## src/rtl/alu_arbiter.sv

```systemverilog
// Round-robin sharing of one single-cycle ALU between two requesters.
// The result and flags are held in a one-entry tagged response buffer.
module alu_arbiter #(
  parameter int WORD_W = 32,
  parameter int AOP_W  = 4
) (
  input  logic              CLK,
  input  logic              nRST,
  input  logic              req0_valid,
  output logic              req0_ready,
  input  logic [WORD_W-1:0] req0_porta,
  input  logic [WORD_W-1:0] req0_portb,
  input  logic [AOP_W-1:0]  req0_aluop,
  input  logic              req1_valid,
  output logic              req1_ready,
  input  logic [WORD_W-1:0] req1_porta,
  input  logic [WORD_W-1:0] req1_portb,
  input  logic [AOP_W-1:0]  req1_aluop,
  output logic [WORD_W-1:0] alu_porta,
  output logic [WORD_W-1:0] alu_portb,
  output logic [AOP_W-1:0]  alu_aluop,
  input  logic [WORD_W-1:0] alu_outport,
  input  logic              alu_neg,
  input  logic              alu_over,
  input  logic              alu_zero,
  output logic              rsp_valid,
  input  logic              rsp_ready,
  output logic              rsp_id,
  output logic [WORD_W-1:0] rsp_outport,
  output logic              rsp_neg,
  output logic              rsp_over,
  output logic              rsp_zero
);

  logic              vld_p1;
  logic              id_p1;
  logic [WORD_W-1:0] out_p1;
  logic              neg_p1;
  logic              over_p1;
  logic              zero_p1;
  logic              last_grant;

  logic              can_accept;
  logic              gnt_vld;
  logic              gnt_id;

  // Grant is also gated by nRST so no requester sees ready while in reset.
  always_comb begin
    can_accept = !vld_p1 || rsp_ready;
    gnt_vld    = 1'b0;
    gnt_id     = 1'b0;
    if (nRST && can_accept) begin
      if (req0_valid && req1_valid) begin
        gnt_vld = 1'b1;
        gnt_id  = ~last_grant;
      end else if (req0_valid) begin
        gnt_vld = 1'b1;
        gnt_id  = 1'b0;
      end else if (req1_valid) begin
        gnt_vld = 1'b1;
        gnt_id  = 1'b1;
      end
    end
  end

  assign req0_ready = gnt_vld && !gnt_id;
  assign req1_ready = gnt_vld &&  gnt_id;

  always_comb begin
    alu_porta = '0;
    alu_portb = '0;
    alu_aluop = '0;
    if (gnt_vld) begin
      if (gnt_id) begin
        alu_porta = req1_porta;
        alu_portb = req1_portb;
        alu_aluop = req1_aluop;
      end else begin
        alu_porta = req0_porta;
        alu_portb = req0_portb;
        alu_aluop = req0_aluop;
      end
    end
  end

  // Stage p1: response buffer, written only on a grant.
  always_ff @(posedge CLK or negedge nRST) begin
    if (!nRST) begin
      vld_p1     <= 1'b0;
      id_p1      <= 1'b0;
      out_p1     <= '0;
      neg_p1     <= 1'b0;
      over_p1    <= 1'b0;
      zero_p1    <= 1'b0;
      last_grant <= 1'b1;
    end else if (gnt_vld) begin
      vld_p1     <= 1'b1;
      id_p1      <= gnt_id;
      out_p1     <= alu_outport;
      neg_p1     <= alu_neg;
      over_p1    <= alu_over;
      zero_p1    <= alu_zero;
      last_grant <= gnt_id;
    end else if (rsp_ready) begin
      vld_p1     <= 1'b0;
    end
  end

  assign rsp_valid   = vld_p1;
  assign rsp_id      = id_p1;
  assign rsp_outport = out_p1;
  assign rsp_neg     = neg_p1;
  assign rsp_over    = over_p1;
  assign rsp_zero    = zero_p1;

endmodule

```

## config.mk

```make
export PLATFORM = sky130hd
export DESIGN_NAME = alu_arbiter
export DESIGN_NICKNAME = d
export VERILOG_FILES = /design/src/rtl/alu_arbiter.sv
export SDC_FILE = /design/constraint.sdc
export NUM_CORES = 1
export LEC_CHECK = 0
export CAP_MARGIN = 20
export CORE_AREA = 4 4 107 109
export CTS_CLUSTER_DIAMETER = 30
export DETAILED_ROUTE_END_ITERATION = 6
export DIE_AREA = 0 0 111 113
export HOLD_SLACK_MARGIN = 0.06
export PLACE_DENSITY = 0.68
export SYNTH_ARGS = -nofsm -noshare
export SYNTH_HDL_FRONTEND = slang
export SYNTH_SLANG_ARGS = --single-unit
```

## constraint.sdc

```tcl
create_clock -name CLK -period 2 [get_ports CLK]
set_clock_uncertainty 0.05 [all_clocks]
set_input_delay 0.2 -clock CLK [delete_from_list [all_inputs] [get_ports CLK]]
set_output_delay 0.2 -clock CLK [all_outputs]
set_load 0.05 [all_outputs]
```

# --- Word-level counts from Yosys, hierarchy flattened ---
# Index checks and enable logic that the tools add are counted.
totals:
  out_inout_bits: 107
  elab_cells: 31
  reg_bits: 38
  inputBits: 176
classes:
  bitwise: 1
  n_mux: 15
  n_reduce_logical: 8
op_table:
  columns: ["cell", "count"]
  rows:
  - ["$mux 32", 4]
  - ["$mux 1", 9]
  - ["$mux 4", 2]
  - ["$logic_and 1x1->1", 4]
  - ["$logic_not 1->1", 2]
  - ["$reduce_bool 2->1", 1]
  - ["$logic_or 1x1->1", 1]
  - ["$not 1->1", 1]

# --- Logic depth before layout (Yosys ltp) ---
logic_depth:
  word_depth: 6
  depth_mapped: 5
  mapped_depth_nobuf: 3

# --- Worst setup path after synthesis ---
# Ideal clock, no wire load.
synth_path:
  path_kind: "flip-flop to output port"
  start: "register vld_p1, in the netlist rsp_valid"
  end: "output port alu_aluop[3]"
  n_path_buf: 2
  path_stages_with_launch: 6
  t_arrival_ps: 2497
  required_time_ps: 1750
  slack_ps: -747
  path_cell_list: "dfrtp_1 -> nand2b_1 -> and3_1 -> buf_4 -> buf_6 -> a211oi_1"
synth_via:
  elab_chain_len: 6
  elab_cells_between_ends: 7
  classes_between: "mux (4); reduce/logical (3)"
synth_rtl:
  columns: ["item", "line", "rtl"]
  rows:
  - ["start: declaration", "35", "logic vld_p1;"]
  - ["start signal: assignment", "89", "vld_p1 <= 1'b0;"]
  - ["start signal: assignment", "97", "vld_p1 <= 1'b1;"]
  - ["start signal: assignment", "105", "vld_p1 <= 1'b0;"]
  - ["$logic_not 1->1 *", "49", "can_accept = !vld_p1 || rsp_ready;"]
  - ["$logic_or 1x1->1 *", "49", null]
  - ["$logic_and 1x1->1 *", "52", "if (nRST && can_accept) begin"]
  - ["$mux 1", "52", null]
  - ["$mux 4", "74", "if (gnt_id) begin"]
  - ["$mux 4 *", "73", "if (gnt_vld) begin"]
  - ["end: declaration", "21", "output logic [AOP_W-1:0] alu_aluop,"]
# Mark *: on every way between the ends. The rest lies on a longest branch, timed or not.

# --- Final worst setup path ---
layout_path:
  start: "register last_grant"
  end: "output port alu_porta[28]"
layout_via:
  elab_chain_len: 5
layout_rtl:
  columns: ["item", "line", "rtl"]
  rows:
  - ["start: declaration", "41", "logic last_grant;"]
  - ["start signal: assignment", "103", "last_grant <= gnt_id;"]
  - ["$not 1->1", "55", "gnt_id = ~last_grant;"]
  - ["$mux 1", "53", "if (req0_valid && req1_valid) begin"]
  - ["$mux 1", "52", null]
  - ["$mux 32", "74", null]
  - ["$mux 32", "73", null]
  - ["end: declaration", "19", "output logic [WORD_W-1:0] alu_porta,"]
# Every way passes these cells.

==> impl_metrics.json <==
{
  "dr.pass1.iters": 4,
  "start_kind": "flop",
  "worst_slack_ns": 0.01198,
  "pwr-share-clk": 0.158,
  "cp_slowest_stage_delay_ns": 0.56,
  "worst-path-max-fanout": 34,
  "switchingPower_w": 0.001689,
  "area_delta_synth_final_pct": 190.9,
  "pin_count": 283,
  "p_leak_nw": 2.569,
  "worstSetupEndpointType": "output pin",
  "highest_layer": "met4",
  "internal_power_w": 0.002482,
  "cp.required_ns": 1.75,
  "synth_top_area_share": 0.4322,
  "post-route-period-util": 0.9940,
  "antenna_found_initial": 1,
  "dp.cells": 587,
  "track_usage": 0.1770,
  "core_area_mm2": 0.01060,
  "grt-ovfl-total": 0,
  "grt_pass1_wl_mm": 17.50,
  "setup_viol": 0,
  "fill_cells": 833,
  "start_util": 0.2020,
  "routedLengthMet1_mm": 4.394,
  "rows": 38,
  "path_buf_inv": 2,
  "dr_wl_met3_um": 958,
  "die_y_um": 113,
  "max_freq_mhz": 503.0,
  "power_density_mw_per_mm2": 669.4,
  "gp_congestion": 0.8266,
  "ys_seq_elements": 38,
  "status": "completed",
  "layout-drive-gt1-share": 0.3399,
  "cpMostUsedCell": "buf_12",
  "worstSetupPathType": "flop to output pin",
  "cts_buffers": 5,
  "synth_top_cell_by_area": "dfrtp_1",
  "drt-total-wl_mm": 12.01,
  "grt_max_degree": 42,
  "synthTopCellsByArea": "dfrtp_1 (43%), a22o_1 (27%), mux2_2 (18%), buf_4 (2.5%), buf_2 (2.1%)",
  "p_sw_frac": 0.4049,
  "cap_violations": 0,
  "yosysSeqAreaShare": 0.4445,
  "drtIter0Drc": 114,
  "synth_cell_type_count": 18,
  "wl_met2_mm": 6.502,
  "hold_ws_ns": 0.4293,
  "seq_power_share": 0.235,
  "report.final.slew_viol_count": 0,
  "avgSynthCellArea_um2": 12.24,
  "layout.nets": 631,
  "cp.arrival_ns": 1.74,
  "yosysWarnings": 0,
  "min_path_type": "flop to flop",
  "critPathSlowestCell": "dfstp_2",
  "root_buffer": "clkbuf_8",
  "clk_path_buf_depth": 2,
  "io_buffers": 282,
  "combPwrFrac": 0.607,
  "worst_slew_pin_slew_ns": 0.5317,
  "post-route-cell-area_mm2": 0.006231,
  "vias_per_cell": 4.618,
  "finalHoldViolations": 0,
  "vias": 2757,
  "syn_area_mm2": 0.002142,
  "clk_pin_slew_ns": 0.08,
  "crit_family": "flip-flops",
  "max_slew_margin": 0.6444,
  "wire_per_inst_um": 20.11,
  "min_period_ns": 1.988,
  "die-width_um": 111,
  "synth_fp_nets": 351,
  "h-tree-depth": 2,
  "placed_area_mm2": 0.005878,
  "hpwlAfterDp_mm": 9.976,
  "grt_pass1_vias": 2877,
  "die_area_mm2": 0.01254,
  "place_ws_ns": -0.01825,
  "rsz0062_at_grt": "true",
  "irDropWorstVdd_v": 0.0006080,
  "clock-sinks": 38,
  "synth_cells": 175,
  "fin_cells": 597,
  "postRouteAntennaNets": 0,
  "finalSetupTns_ns": 0,
  "cts_tree": "done",
  "timing.critical_path.cells": "a21boi_2 -> and3_4 -> buf_12 -> a22o_4 -> buf_12",
  "drc": 0,
  "worstSkewPairLatency_ns": 0.29
}
-- synth_stat cells (all sizes together) --
cell type / instances
mux2: 35
clkbuf: 2
a21boi: 1
buf: 17
o211ai: 1
nor2: 3
dfstp: 1
nand2b: 1
a22o: 65
inv: 4
nand2: 1
a211oi: 3
and3: 1
o2111a: 1
a21o: 2
dfrtp: 37
-- registers in the layout, summed over array words and instances (netlist names) --
| signal | flops |
|---|---|
| rsp_valid | 1 |
| rsp_zero | 1 |
| last_grant | 1 |
| rsp_id | 1 |
| rsp_outport | 32 |
| rsp_neg | 1 |
| rsp_over | 1 |
-- power by group through the flow --
| stage | clock network [W] | registers (W) | logic, W |
|---|---|---|---|
| floorplan | 0 | 0.00148 | 0.000747 |
| global placement | 0 | 0.000989 | 0.00245 |
| detailed placement | 0 | 0.000998 | 0.00248 |
| CTS | 0.000684 | 0.000984 | 0.00251 |
| global route | 0.000717 | 0.00100 | 0.00262 |
| finish | 0.000659 | 0.000982 | 0.00253 |
-- repair_timing --
| item | 4_1_cts | 5_1_grt |
|---|---|---|
| cloned | 0 | 0 |
| endpoints found under the setup margin | 68 | 68 |
| pin swaps | 37 | 10 |
| gates resized for setup | 13 | 16 |
| setup buffers | 0 | 0 |
| hold buffers | 1 | 0 |
| hold endpoints to repair | 37 | 0 |
-- per-stage QoR --
stage,utilization,total power (W)
4_1_cts,0.5758,0.004182
5_1_grt,0.5877,0.004333
2_1_floorplan,-,0.002223
6_report,0.5877,0.004171
3_5_place_dp,0.5544,0.003475
3_3_place_gp,0.5544,0.003443
-- final timing paths --
kind                                               endpoint  cells past startpoint                   start  slack [ns]
worst max-delay path                          alu_porta[28]                      5  last_grant$_DFFE_PN1P_        0.01
worst min-delay path                     rsp_id$_DFFE_PN0P_                      1      rsp_id$_DFFE_PN0P_        0.43
worst max register to register  rsp_outport[16]$_DFFE_PN0P_                      4   rsp_valid$_DFFE_PN0P_        0.55
worst min register to register           rsp_id$_DFFE_PN0P_                      1      rsp_id$_DFFE_PN0P_        0.43
max in group asynchronous             rsp_valid$_DFFE_PN0P_                      3                    nRST        1.04
min in group asynchronous        rsp_outport[8]$_DFFE_PN0P_                      3                    nRST        0.51
-- kinds of logic (layout without fill, tap and decap cells) --
| group | after synthesis | after routing | share of synthesized area |
|---|---|---|---|
| buffers and inverters | 23 | 304 | 0.06133 |
| other | 0 | 1 | 0 |
| and+or+nand+nor | 6 | 6 | 0.01285 |
| DFF | 38 | 38 | 0.4445 |
| muxes | 35 | 35 | 0.1840 |
| AOI/OAI and AO/OA | 73 | 73 | 0.2973 |
-- area by class of cell --
type / instances / area [µm²] / area share
Tap cell: 140 / 175.2 / 0.02811
Antenna cell: 1 / 2.502 / 0.0004016
Inverter: 4 / 15.01 / 0.002410
Clock inverter: 3 / 45.04 / 0.007229
Timing Repair Buffer: 292 / 3660 / 0.5873
Clock buffer: 5 / 68.82 / 0.01104
Multi-Input combinational cell: 114 / 1311 / 0.2104
Sequential cell: 38 / 953.4 / 0.1530
-- layer usage --
layer,GRT usage,vias up
li1,-,1246
met1,0.1997,1356
met2,0.3232,145
met3,0.05722,10
met4,0.04516,0
met5,0,-
-- layout by cell type, fill, tap and decap left out, types with 3 or more instances in the layout --
master and n:
a22o_1 42, dfrtp_1 36, buf_6 3, a22o_4 23, clkbuf_8 5, inv_1 4
buf_12 74, mux2_2 35, clkdlybuf4s50_1 210, nor2_1 3, a211oi_4 3
Power figures use the tool's default switching activity.
==> edit 1 (same settings) <==
The parameter `AOP_W` goes from 4 to 6.
--- a/src/rtl/alu_arbiter.sv
+++ b/src/rtl/alu_arbiter.sv
@@ -3,5 +3,5 @@
 module alu_arbiter #(
   parameter int WORD_W = 32,
-  parameter int AOP_W  = 4
+  parameter int AOP_W  = 6
 ) (
   input  logic              CLK,
Interface: changed (resized alu_aluop, req0_aluop and req1_aluop); port bits go from 283 to 289. The function was not compared with the original's and may differ.
==> edit 1 against the unedited design <==
- sequential power about the same
- area after synthesis up 1.2%
- worst setup slack gained 0.0016 ns
- combinational power about the same
- power down 3.2%
- core utilization shrank 0.81 points
- final area fell by 1.4%
- sequential cell count unchanged
- critical path depth stayed put
- wire length is 5.8% higher
- critical endpoint is now alu_porta[17]
- largest power group unchanged
==> edit 1: results (changes against the unedited design) <==
most frequent cells after synthesis 67 x a22o_1, 37 x dfrtp_1, 35 x mux2_2; # diodes 0 (-1); predominant post-synthesis flop cell dfrtp_1; Port-buffer cells 288 (+2.1%); total global-route track usage 0.1965 (+0.01950); max reg flops 32 (unchanged); Clock Latency Late Sink 0.28 ns; First-pass DRT Iterations 4 (unchanged); Max Root-Sink Buffers 2 (unchanged); initial DRC count 143 (+25%); share of cells above drive strength 1 0.2994 (-0.04055); Synth area leaders dfrtp_1 43%, a22o_1 27%, mux2_2 18%, buf_4 3.8%, dfstp_2 1.2%; Slew headroom 0.6292 (-0.01522); post-DR wirelength/cell 20.79 um (+3.4%); largest net degree at the start of global routing 44 (+4.8%); Fill cells 878 (+5.4%); Post-Syn Nets 357 (+1.7%); vias in the first global route 3074 (+6.8%); crit-path max FO 30 (-12%); yosys warns 0 (unchanged); Data arrival, critical path 1.74 ns (about the same); Detailed Place HPWL 10970 um (+9.9%); Total Nets Final 650 (+3.0%); Leak Pwr 2.516 nW (-2.1%); Num CTS Buffers 5 (unchanged); Worst VDD drop 474.6 uV (-22%); Via density 4.579 (-0.84%); Worst-path clk slew 0.07 ns; CTS root buf clkbuf_8; Clock H-tree levels 2 (unchanged); GPL Wtd Cong 0.9149 (+11%); sequential share of the synthesized area 0.4391 (-0.005386); HP Class in -> reg; post-synth cell types 19 (+1); first-pass GRT wire length 19090 um (+9.1%); status finished, final reports clean; Post-synth ARST share 1.000 (unchanged); initial antenna violation count 2 (+1)
## edit 1: cells by family (layout without fill, tap and decap cells)
group / Yosys count / in the layout / share of synthesized area
compound gates: 75 / 75 / 0.3018
flops: 38 / 38 / 0.4391
mux: 35 / 35 / 0.1818
buf+inv: 23 / 317 / 0.06463
simple gates: 6 / 6 / 0.01270
## edit 1: repair_timing
| item | in CTS | in global routing |
|---|---|---|
| pin swaps | 0 | 6 |
| endpoints found under the setup margin | 70 | 70 |
| gates resized for setup | 4 | 5 |
| setup buffers | 0 | 0 |
| hold buffers | 2 | 0 |
| hold endpoints to repair | 9 | 0 |
## edit 1: critical path, stage by stage (launching register included)
cell and delay [ns]:
dfstp_2 0.55, a21boi_2 0.07, and3_4 0.22, buf_12 0.17, a22o_1 0.28, buf_12 0.16
## edit 1: metal layers
layer  vias up  GRT usage  share of wire  routed length [um]
met5         -          0         0.0021                  27
met4         4    0.04269          0.018                 233
met3        22    0.06150          0.076                 965
met2       161     0.3544           0.52                6656
met1      1334     0.2295           0.38                4818
li1       1277          -              -                   -
## edit 1: metrics by stage
stage | setup slack (ns) | hold slack, ns | TNS [ns] | area, um2 | instances
2_1_floorplan | 0.01242 | -0.1456 | 0 | 2208 | 177
4_1_cts | 0.005892 | 0.2817 | 0 | 6123 | 611
3_3_place_gp | -0.01562 | 0.03749 | -0.01880 | 5984 | 601
5_1_grt | -0.04050 | 0.2899 | -1.342 | 6145 | 611
3_5_place_dp | -0.03876 | 0.03850 | -0.1748 | 5984 | 601
6_report | 0.01356 | 0.2864 | 0 | 6145 | 611
## edit 1: layout make-up
type | instances | area [um2] | area share
clock buffer | 8 | 90.09 | 0.01466
inverter | 4 | 15.01 | 0.002443
multi-input combinational | 116 | 1154 | 0.1877
sequential | 38 | 953.4 | 0.1552
tap | 140 | 175.2 | 0.02851
timing repair buffer | 305 | 3757 | 0.6115
## edit 1: where the power goes
group	switching, mW	leakage (nW)	internal (mW)
registers	0.0714	0.443	0.911
logic	1.34	2.03	1.19
clock network	0.247	0.0455	0.281
## edit 1: worst paths after layout
path	slack (ns)	depth (start not counted)	start	endpoint
max	0.01	5	last_grant	alu_porta[17]
min	0.29	3	nRST	last_grant
max reg2reg	0.48	5	rsp_valid	rsp_zero
min reg2reg	0.43	1	rsp_id	rsp_id
max in group asynchronous	1.11	3	nRST	last_grant
min in group asynchronous	0.39	2	nRST	rsp_outport[31]
==> edit 2 (config.mk and constraints unchanged) <==
Without the edit above. Make the reset (`nRST`) synchronous in one clocked block.
--- a/src/rtl/alu_arbiter.sv
+++ b/src/rtl/alu_arbiter.sv
@@ -85,5 +85,5 @@
 
   // Stage p1: response buffer, written only on a grant.
-  always_ff @(posedge CLK or negedge nRST) begin
+  always_ff @(posedge CLK) begin
     if (!nRST) begin
       vld_p1     <= 1'b0;
Function: differs if nRST is asserted again (counterexample within 4 cycles, from zero or initial values and one cycle with nRST low); with nRST held inactive, the same outputs for 10 cycles.
==> edit 2 against the unedited design <==
- via count is 11% higher
- die area did not move
- area after synthesis is 7.9% higher
- worst hold slack got worse by 0.21 ns
- wire length grew 6.3%
- fmax increased by 3.1%
- worst setup slack better by 0.060 ns
- final area up 0.18%
- power shrank 21%
- sequential cell count stayed put
- sequential power down 12%
- count of clock-buffer cells in the layout grew 1
- critical endpoint is now alu_porta[10]
- highest routed layer is now met5
==> edit 2: results (changes against the unedited design) <==
predominant post-synthesis flop cell dfxtp_1; Avg Inst Size Synth 9.207 um2 (-25%); worst hold stages 3 (+2); Total Nets Final 712 (+13%); placed cell count 663 (+13%); GPL Wtd Cong 0.8721 (+5.5%); xor/xnor share of the synthesized area 0 (unchanged); P_sw 1.249 mW (-26%); Worst VDD drop 464.5 uV (-24%); Slew headroom 0.6180 (-0.02640); Via density 4.514 (-2.3%); Comb power frac 0.572 (-0.035); WL met2 6507 um (about the same); reg2reg start last_grant; Hold Path Origin rsp_ready; worst reg2reg setup slack 0.67 ns (+0.12 ns); largest net degree at the start of global routing 50 (+19%); via count 3056 (+11%); DRT met1 WL 4826 um (+9.8%); Clock power frac 0.165 (+0.007); Max Root-Sink Buffers 2 (unchanged); crit-path max FO 24 (-29%); most frequent cells after synthesis 65 x a22o_1, 39 x inv_1, 38 x dfxtp_1; Post-Place Worst Slack -0.04544 ns (-0.02720 ns); first-pass GRT wire length 18370 um (+5.0%); cell with the largest stage delay on the worst path clkdlybuf4s50_1; Synth Area in Compound Gates 0.2821 (-0.01523); highest routed layer met5; post-DR wirelength/cell 18.85 um (-6.2%); Tcrit/Tclk final 0.9642 (-0.02979); Worst Hold Slack 0.2222 ns (-0.2070 ns); Clock H-tree levels 2 (unchanged); met3 WL 1239 um (+29%); post-synthesis mux area share 0.1516 (-0.03240); # diodes 0 (-1); Detailed Place HPWL 10430 um (+4.5%); total global-route track usage 0.1829 (+0.005852); Synth area leaders dfxtp_1 33%, a22o_1 25%, mux2i_1 15%, inv_1 6.3%, nand2_1 5.7%; met1 usage 0.2016 (+0.001897); Post-synth ARST share 0 (-1.000); share of cells above drive strength 1 0.2104 (-0.1295); Post-Syn Nets 427 (+22%); HP Class in -> reg; met2 Use GR 0.3426 (+0.01942); Post-Place Cell Area 0.005963 mm2 (+1.4%); sequential share of the synthesized area 0.3292 (-0.1153); worst setup path startpoint nRST; Data arrival, critical path 1.68 ns (-0.06 ns); Fill cells 891 (+7.0%); Critical Path Sink alu_porta[10]; worst reg2reg path endpoint last_grant; Leak Pwr 2.788 nW (+8.5%); Port-buffer cells 282 (unchanged); vias in the first global route 3205 (+11%); CTS resizes 1 (-12); status finished, final reports clean; post-synth cell types 21 (+3); Hold Path End rsp_valid; GR Layer Usage met3 0.06791 (+0.01070); initial DRC count 120 (+5.3%)
==> edit 2: changes by cell type after synthesis, moves of 34 or more <==
cell / unedited run / this run
mux2i_1: 0 / 35
inv_1: 4 / 39
dfxtp_1: 0 / 38
mux2_2: 35 / 0
dfrtp_1: 37 / 0
nand2_1: 1 / 35
==> edit 2: final cells by class <==
type / instances / area [um2] / share of cell area
clock buffer: 6 / 82.58 / 0.01323
tap: 140 / 175.2 / 0.02806
multi-input combinational: 151 / 1289 / 0.2065
clock inverter: 2 / 12.51 / 0.002004
inverter: 40 / 150.1 / 0.02405
timing repair buffer: 300 / 3771 / 0.6041
sequential: 38 / 762.0 / 0.1221
==> edit 2: metrics by stage <==
step,utilization,power (mW)
after global placement,0.5624,2.707
after global routing,0.5887,3.432
after CTS,0.5722,3.293
after floorplan,-,1.754
final,0.5887,3.295
after detailed placement,0.5624,2.730
==> edit 2: worst max-delay path: cells and delay by family <==
family | cells | cell delay (ns)
compound gates | 2 | 0.53
buf+inv | 3 | 0.94
